**src/rtl/c1541_step_seq.sv**
```systemverilog
// c1541_step_seq: drive-side stepper sequencer that walks the head to a target half-track.
// Optional recalibrate (80 forced decrement steps) is enabled by defining C1541_STEP_RECAL_EN.
`default_nettype none

module c1541_step_seq #(
  parameter int STEP_CYCLES     = 6000,
  parameter int SETTLE_CYCLES   = 15000,
  parameter int SPINUP_CYCLES   = 20000,
  parameter int MTR_IDLE_CYCLES = 200000
) (
  input  logic       clk_c1541,
  input  logic       reset,
  input  logic       ce,
  input  logic       seek_req,
  input  logic [6:0] seek_ht,
`ifdef C1541_STEP_RECAL_EN
  input  logic       recal_req,
`endif
  output logic       seek_ack,
  output logic       busy,
  output logic       done,
  output logic [6:0] cur_ht,
  output logic [1:0] stp,
  output logic       mtr
);

  localparam logic [31:0] STEP_LAST  = 32'((STEP_CYCLES > 0) ? STEP_CYCLES - 1 : 0);
  localparam logic [31:0] SPIN_LAST  = 32'((SPINUP_CYCLES > 0) ? SPINUP_CYCLES - 1 : 0);
  localparam logic [31:0] SETTLE_END = 32'(SETTLE_CYCLES);
  localparam logic [31:0] IDLE_LAST  = 32'((MTR_IDLE_CYCLES > 0) ? MTR_IDLE_CYCLES - 1 : 0);

  typedef enum logic [2:0] {
    S_IDLE   = 3'd0,
    S_SPINUP = 3'd1,
    S_STEP   = 3'd2,
    S_SETTLE = 3'd3,
    S_DONE   = 3'd4
  } state_t;

  state_t      state, state_nx;
  logic [31:0] cnt, cnt_nx;
  logic [31:0] idle_cnt, idle_nx;
  logic [6:0]  tgt, tgt_nx;
  logic [6:0]  ht_nx;
  logic [1:0]  stp_nx;
  logic        mtr_nx, busy_nx, ack_nx, done_nx;

  logic [6:0]  tgt_req, tgt_sel, ht_step, ht_after;
  logic [1:0]  stp_step;
  logic        go_down, more, start, start_step, is_recal;

`ifdef C1541_STEP_RECAL_EN
  logic        recal, recal_nx;
  logic [6:0]  rem, rem_nx;
  assign is_recal = recal;
`else
  assign is_recal = 1'b0;
`endif

  // Phase wheel: increment walks 0,2,1,3; decrement walks the same ring backwards.
  function automatic logic [1:0] inc_ph(input logic [1:0] p);
    case (p)
      2'd0:    inc_ph = 2'd2;
      2'd2:    inc_ph = 2'd1;
      2'd1:    inc_ph = 2'd3;
      default: inc_ph = 2'd0;
    endcase
  endfunction

  function automatic logic [1:0] dec_ph(input logic [1:0] p);
    case (p)
      2'd0:    dec_ph = 2'd3;
      2'd3:    dec_ph = 2'd1;
      2'd1:    dec_ph = 2'd2;
      default: dec_ph = 2'd0;
    endcase
  endfunction

  always_ff @(posedge clk_c1541) begin
    if (reset) begin
      state    <= S_IDLE;
      cnt      <= '0;
      idle_cnt <= '0;
      tgt      <= 7'd36;
      cur_ht   <= 7'd36;
      stp      <= 2'd0;
      mtr      <= 1'b0;
      busy     <= 1'b0;
      seek_ack <= 1'b0;
      done     <= 1'b0;
`ifdef C1541_STEP_RECAL_EN
      recal    <= 1'b0;
      rem      <= '0;
`endif
    end else begin
      state    <= state_nx;
      cnt      <= cnt_nx;
      idle_cnt <= idle_nx;
      tgt      <= tgt_nx;
      cur_ht   <= ht_nx;
      stp      <= stp_nx;
      mtr      <= mtr_nx;
      busy     <= busy_nx;
      seek_ack <= ack_nx;
      done     <= done_nx;
`ifdef C1541_STEP_RECAL_EN
      recal    <= recal_nx;
      rem      <= rem_nx;
`endif
    end
  end

  always_comb begin
    state_nx = state;
    cnt_nx   = cnt;
    idle_nx  = idle_cnt;
    tgt_nx   = tgt;
    ht_nx    = cur_ht;
    stp_nx   = stp;
    mtr_nx   = mtr;
    busy_nx  = busy;
    ack_nx   = 1'b0;
    done_nx  = 1'b0;
`ifdef C1541_STEP_RECAL_EN
    recal_nx = recal;
    rem_nx   = rem;
`endif

    tgt_req  = (seek_ht < 7'd1) ? 7'd1 : (seek_ht > 7'd80) ? 7'd80 : seek_ht;
    go_down  = is_recal || (tgt < cur_ht);
    // Saturate at the decoder bounds; recal keeps rotating the phase at the floor.
    ht_step  = go_down ? ((cur_ht > 7'd1) ? cur_ht - 7'd1 : cur_ht)
                       : ((cur_ht < 7'd80) ? cur_ht + 7'd1 : cur_ht);
    stp_step = go_down ? dec_ph(stp) : inc_ph(stp);
    ht_after = (cnt == 32'd0) ? ht_step : cur_ht;
    more     = (ht_after != tgt);
`ifdef C1541_STEP_RECAL_EN
    if (recal) more = (((cnt == 32'd0) ? rem - 7'd1 : rem) != 7'd0);
`endif

    start      = seek_req;
    start_step = (tgt_req != cur_ht);
    tgt_sel    = tgt_req;

    if (ce) begin
      case (state)
        S_IDLE: begin
          if (mtr) begin
            if (idle_cnt >= IDLE_LAST) mtr_nx = 1'b0;
            else idle_nx = idle_cnt + 32'd1;
          end
`ifdef C1541_STEP_RECAL_EN
          if (recal_req) begin
            start      = 1'b1;
            start_step = 1'b1;
            tgt_sel    = 7'd1;
            recal_nx   = 1'b1;
            rem_nx     = 7'd80;
          end
`endif
          if (start) begin
            tgt_nx  = tgt_sel;
            ack_nx  = 1'b1;
            busy_nx = 1'b1;
            mtr_nx  = 1'b1;
            idle_nx = '0;
            cnt_nx  = '0;
            state_nx = !mtr ? S_SPINUP : (start_step ? S_STEP : S_SETTLE);
          end
        end
        S_SPINUP: begin
          if (cnt >= SPIN_LAST) begin
            cnt_nx   = '0;
            state_nx = (is_recal || (tgt != cur_ht)) ? S_STEP : S_SETTLE;
          end else begin
            cnt_nx = cnt + 32'd1;
          end
        end
        S_STEP: begin
          if (cnt == 32'd0) begin
            stp_nx = stp_step;
            ht_nx  = ht_step;
`ifdef C1541_STEP_RECAL_EN
            if (recal) rem_nx = rem - 7'd1;
`endif
          end
          if (cnt >= STEP_LAST) begin
            cnt_nx   = '0;
            state_nx = more ? S_STEP : S_SETTLE;
          end else begin
            cnt_nx = cnt + 32'd1;
          end
        end
        S_SETTLE: begin
          if (cnt >= SETTLE_END) begin
            cnt_nx   = '0;
            state_nx = S_DONE;
          end else begin
            cnt_nx = cnt + 32'd1;
          end
        end
        S_DONE: begin
          done_nx  = 1'b1;
          busy_nx  = 1'b0;
          idle_nx  = '0;
          state_nx = S_IDLE;
`ifdef C1541_STEP_RECAL_EN
          recal_nx = 1'b0;
`endif
        end
        default: state_nx = S_IDLE;
      endcase
    end
  end

endmodule

`default_nettype wire
```
**config.mk**
```make
export PLATFORM = sky130hd
export DESIGN_NAME = c1541_step_seq
export DESIGN_NICKNAME = d
export VERILOG_FILES = /design/src/rtl/c1541_step_seq.sv
export SDC_FILE = /design/constraint.sdc
export NUM_CORES = 1
export LEC_CHECK = 0
export CORE_UTILIZATION = 26
export CTS_CLUSTER_SIZE = 14
export DETAILED_ROUTE_END_ITERATION = 6
export GPL_ROUTABILITY_DRIVEN = 0
export GPL_TIMING_DRIVEN = 0
export MAX_ROUTING_LAYER = met4
export PLACE_DENSITY = 0.4
export SLEW_MARGIN = 40
export SYNTH_ARGS = -nofsm -noshare
export SYNTH_HDL_FRONTEND = slang
export SYNTH_SLANG_ARGS = --single-unit
```
**constraint.sdc**
```tcl
create_clock -name clk_c1541 -period 2.77 [get_ports clk_c1541]
set_input_delay 0.4155 -clock clk_c1541 [delete_from_list [all_inputs] [get_ports clk_c1541]]
set_output_delay 0.4155 -clock clk_c1541 [all_outputs]
set_load 0.1 [all_outputs]
```
Yosys cells after proc, flatten, opt, wreduce, memory -nomap -nowiden
Index checks and enable logic that the tools add are counted.

word-level totals
  output and inout port bits = 13
  input bits = 11
  flip-flop bits (word level) = 87
  word-level logic and storage cells = 90

operators by class
  multiplexer cells = 34
  $lt $le $gt $ge = 9
  bitwise logic cells = 2
  equality and inequality tests = 16
  reductions and logical operators = 15
  add/subtract/negate cells = 4

operators by type and width
  cell                   number
  $mux 32                7
  $pmux 32 s4            1
  $add 32x1->32 const B  2
  $pmux 32 s2            1
  $mux 7                 6
  $ge 32x13->1 const B   1
  $ge 32x14->1 const B   1
  $ge 32x15->1 const B   1
  $ge 32x18->1 const B   1
  $logic_not 32->1       1
  $ne 7x7->1             3
  $mux 3                 4
  $pmux 2 s3             2
  $pmux 3 s4             1
  $reduce_and 3->1       4
  $mux 1                 9
  $ne 2x2->1 const B     4
  $add 7x1->7 const B    1
  $gt 7x1->1 const B     1
  $gt 7x7->1 const B     1
  $lt 7x1->1 const B     1
  $lt 7x7->1             1
  $lt 7x7->1 const B     1
  $sub 7x1->7 const B    1
  18 further kinds       24

Longest topological paths before layout
Gate-level depths: netlist (run 1).

  depth after elaboration = 8
  depth in mapped cells = 11
  gate-level depth less buffers = 10

Worst setup path before layout (run 1)
OpenSTA, ideal clock, no wires.

  kind = register to register
  start = reg cur_ht[6]
  end = reg state[0]
  stages on the path, launching flop included = 12
  library setup time = 0.059 ns
  arrival time = 3.493 ns
  path slack = -0.781 ns
  path buffers = 1
  period minus slack after synthesis = 3.551 ns
  required time = 2.711 ns
  path through = dfxtp_1 buf_1 inv_1 ha_1 a21oi_1 o21ai_2 nor2_2 mux2i_4 xnor2_1 or4b_4 a211oi_2 a31o_1

between the ends
  cells in the longest elaborated chain, start to end = 8
  elaborated cells on any way between the ends = 20
  those cells by class = 2 x add/sub; 3 x order compare; 3 x eq/ne; 12 x mux

ends and longest elaborated chain
  element                              RTL line  RTL
  from (decl)                          22        output logic [6:0] cur_ht,
  from (signal assigned)               100       cur_ht <= ht_nx;
  $add 7x1->7 (tied with other cells)  133       : ((cur_ht < 7'd80) ? cur_ht + 7'd1 : cur_ht);
  $mux 7 (on tied branches)            133, 132
  $mux 7                               132       ht_step = go_down ? ((cur_ht > 7'd1) ? cur_ht - 7'd1 : cur_ht)
  $mux 7                               n/a
  $ne 7x7->1                           136       more = (ht_after != tgt);
  $mux 1                               189       state_nx = more ? S_STEP : S_SETTLE;
  $mux 3                               187       if (cnt >= STEP_LAST) begin
  $pmux 3 s4 (*)                       146       case (state)
  to (signal assigned)                 96        state <= state_nx;
  to (decl)                            40        state_t state, state_nx;

Every way passes the cells marked *; elsewhere a longest branch is shown, timed or not. The select of a mux whose other input is x is not followed.
A chain may end at the register's enable or synchronous reset.

Worst setup path in the final report (run 1)
Ends and elaborated chain as after synthesis.

==> metrics.md, run 1 <==
| Metric | Value |
|---|---|
| Antenna violations before repair | `0` |
| R2R cell count | `11` |
| Top cell family by delay on the critical path | `simple AND/OR/NAND/NOR gates` |
| Slew Viols, Final | `0` |
| Final setup TNS | `0 ns` |
| Data required, critical path | `3.06 ns` |
| Tmin final | `2.73 ns` |
| Met2 usage | `21.5%` |
| Largest area contributor in the netlist | `dfxtp_1` |
| Congestion Overflow GR | `0` |
| Die width | `135 um` |
| Non-Filler Instances | `826` |
| Vias per inst | `4.79` |
| CP endpoint kind | `register` |
| Yosys top cell area share | `37.7%` |
| Setup crit end | `state[0]` |
| Final Hold Violating Endpoints | `0` |
| TritonCTS Sinks | `87` |
| #FFs+latches synth | `87` |
| Final Setup Violations | `0` |
| Htree depth | `3` |
| Leak pwr | `2.02 nW` |
| Top_reg_cell synth | `dfxtp_1` |
| Util after Layout | `31.8%` |
| Largest net degree at the start of global routing | `16` |
| RSZ-0062 raised after global routing | `yes` |
| FP Rows | `48` |
| Post-synthesis cell area | `4620 um^2` |
| Root Buffer | `clkbuf_16` |
| Max Root-Sink Buffers | `2` |
| Skew final | `0.00846 ns` |
| Post-synth cell types | `66` |
| Post-DP HPWL | `8.97 mm` |
| Most numerous cell in the Yosys netlist | `dfxtp_1` |
| Most Crowded Layer GR | `met2` |
| Routed wire length per instance | `14.6 um` |
| Commonest cells post-synth | `dfxtp_1 (87), nor2_1 (63), a21oi_1 (36)` |
| Total of max-cap violations | `0` |
| Syn_area_per_cell | `8.25 um^2` |
| Max-slew headroom | `54.1%` |
| Leading post-synthesis cells by cell area | `dfxtp_1 (38%), nor2_1 (5.1%), and2_1 (4.6%)` |
| Routed Antenna Nets | `0` |
| Startpoint type of the worst setup path | `register` |
| Die ar. | `18300 um^2` |
| I/O Buffers | `23` |
| CP Launch Point | `cur_ht[6]` |
| Area growth syn-to-layout | `19.4%` |
| First-pass GRT wire length | `19.9 mm` |
| Crit path largest cell delay | `0.52 ns` |
| Vias in the first global route | `3814` |
| Via count | `3957` |
| DRC Markers | `0` |
| Max Clk Rate | `366 MHz` |
| Die height | `135 um` |
| Final WL | `12.1 mm` |
| Top Ports | `24` |
| Register area share after synthesis | `37.7%` |
| Grt met1 use | `19.2%` |
| Power consumption | `3.17 mW` |
| Num CTS Buffers | `9` |
| # nets final | `623` |
| Crit path cell chain | `buf_6 -> inv_2 -> ha_4 -> nand4_1 -> a21oi_4 -> nor2_4 -> mux2i_4 -> xnor2_1 -> or4b_4 -> a211oi_2 -> a31o_1` |
| Initial DRC count | `162` |
| Status | `complete, no violations` |
| Effective utilization at floorplan | `26.6%` |
| Met3 Usage GRT | `2.39%` |
| Slowest CP cell | `or4b_4` |
| Pwr Density | `574 nW/um^2` |
| Tightest Pin Transition | `0.683 ns` |
| GRT Total Usage | `14.4%` |
| FFs w/ async S/R, synth | `0%` |
| Arrival @ worst endpoint | `3.02 ns` |
| Cells after Synth | `560` |
| Worst R2R Start | `cur_ht[6]` |
| Antenna cells | `0` |
| Share of cells above drive strength 1 | `13.0%` |
| Peak VDD IR | `0.301 mV` |
| Tightest Hold Check Type | `register to register` |
| Drt first pass iters | `4` |
| Clock latency on the worst-skew pair | `0.35 ns` |
| Placed Cells | `808` |
| Syn_nets | `587` |
| Placeable Area | `17400 um^2` |
| Final hold slack | `0.460 ns` |
| Fill cells | `1833` |
| Reg clk slew, reported paths | `0.07 ns` |
| Worst R2R End | `state[0]` |
| Hold_buf cts | `0` |
| Post-synth EDFFs | `0` |
| R2R Setup Slk | `0.04 ns` |
| Ys Warns | `0` |
| Crit Path Max Fanout | `10` |
| CTS tree | `yes` |
| Final period util | `98.6%` |
| Critical path class | `register to register` |
| CP Depth | `11` |
| Critical path buffers and inverters | `2` |
worst min path at each step:
stage,startpoint,cells after the start,endpoint
2_1_floorplan,cnt[18],1,cnt[18]
3_3_place_gp,cnt[18],1,cnt[18]
3_5_place_dp,idle_cnt[30],1,idle_cnt[30]
4_1_cts,cnt[25],1,cnt[25]
5_1_grt,idle_cnt[29],1,idle_cnt[29]
6_report,idle_cnt[29],1,idle_cnt[29]
sequential cells by signal, summed over array words and instances (netlist names):
register / cells
mtr: 1
tgt: 7
seek_ack: 1
done: 1
cnt: 32
busy: 1
stp: 2
idle_cnt: 32
cur_ht: 7
state: 3
metrics by stage:
stage / instance area, um^2 / worst slack, ns
floorplan: 4690 / 0.0122
global placement: 5210 / -0.236
detailed placement: 5140 / -0.255
CTS: 5490 / 0.00310
global route: 5520 / -0.0692
finish: 5520 / 0.0377
per-layer routing:
layer	vias up	share of wire, %
met5	-	0
met4	0	2.1
met3	18	2.9
met2	49	44
met1	1829	51
li1	2061	-
kinds of logic after synthesis:
| kind of cell | Yosys count | share of synthesized area (%) |
|---|---|---|
| AOI/OAI and AO/OA | 118 | 16.4 |
| xor gates and xnor gates | 33 | 6.66 |
| adders and majority gates | 16 | 4.33 |
| buffers and inverters | 52 | 4.66 |
| DFF | 87 | 37.7 |
| muxes | 3 | 0.920 |
| and+or+nand+nor | 251 | 29.4 |
cells in the final DEF, fill, tap and decap left out, types with 14 or more instances in the layout:
master / instances
and2_1: 34
inv_1: 20
a21oi_1: 33
dfxtp_1: 80
nor2_1: 63
o21ai_0: 17
nand2_1: 35
nand3_1: 22
ha_1: 14
xnor2_1: 22
buf_2: 17
clkbuf_1: 20
and3_1: 14
o21ai_1: 16
area by class of cell:
type | instances | area [um^2] | share of cell area, %
Sequential cell | 87 | 1770 | 32.0
Timing Repair Buffer | 26 | 188 | 3.40
Clock buffer | 11 | 253 | 4.58
Buffer | 27 | 129 | 2.34
Inverter | 24 | 93.8 | 1.70
Clock inverter | 5 | 62.6 | 1.13
Tap cell | 225 | 282 | 5.10
Multi-Input combinational cell | 421 | 2750 | 49.8
worst reg2reg max path, cell delays in order, from the launching register on:
cell	delay, ns
dfxtp_4	0.38
buf_6	0.14
inv_2	0.07
ha_4	0.27
nand4_1	0.17
a21oi_4	0.27
nor2_4	0.09
mux2i_4	0.21
xnor2_1	0.14
or4b_4	0.52
a211oi_2	0.22
a31o_1	0.19
power by group:
group / leakage [nW] / internal, mW / total (mW) / switching [mW]
sequential: 0.706 / 1.27 / 1.30 / 0.0274
combinational: 1.17 / 0.208 / 0.564 / 0.357
clock: 0.149 / 0.756 / 1.31 / 0.550
total: 2.02 / 2.23 / 3.17 / 0.934
timing repair:
action | 4_1_cts | 5_1_grt
gates resized for setup | 4 | 6
buffers inserted | 3 | 0
setup endpoints to repair | 1 | 6
pin swaps | 4 | 1
gates cloned | 0 | 0
Power figures use the tool's default switching activity.
==> run 2, diff against run 1 <==
--- a/config.mk
+++ b/config.mk
@@ -16,3 +16,4 @@
 export SYNTH_ARGS = -nofsm -noshare
 export SYNTH_HDL_FRONTEND = slang
 export SYNTH_SLANG_ARGS = --single-unit
+export TNS_END_PERCENT = 30
==> results of run 2 <==
The final DEF is identical to that of run 1; final timing and power are the same.
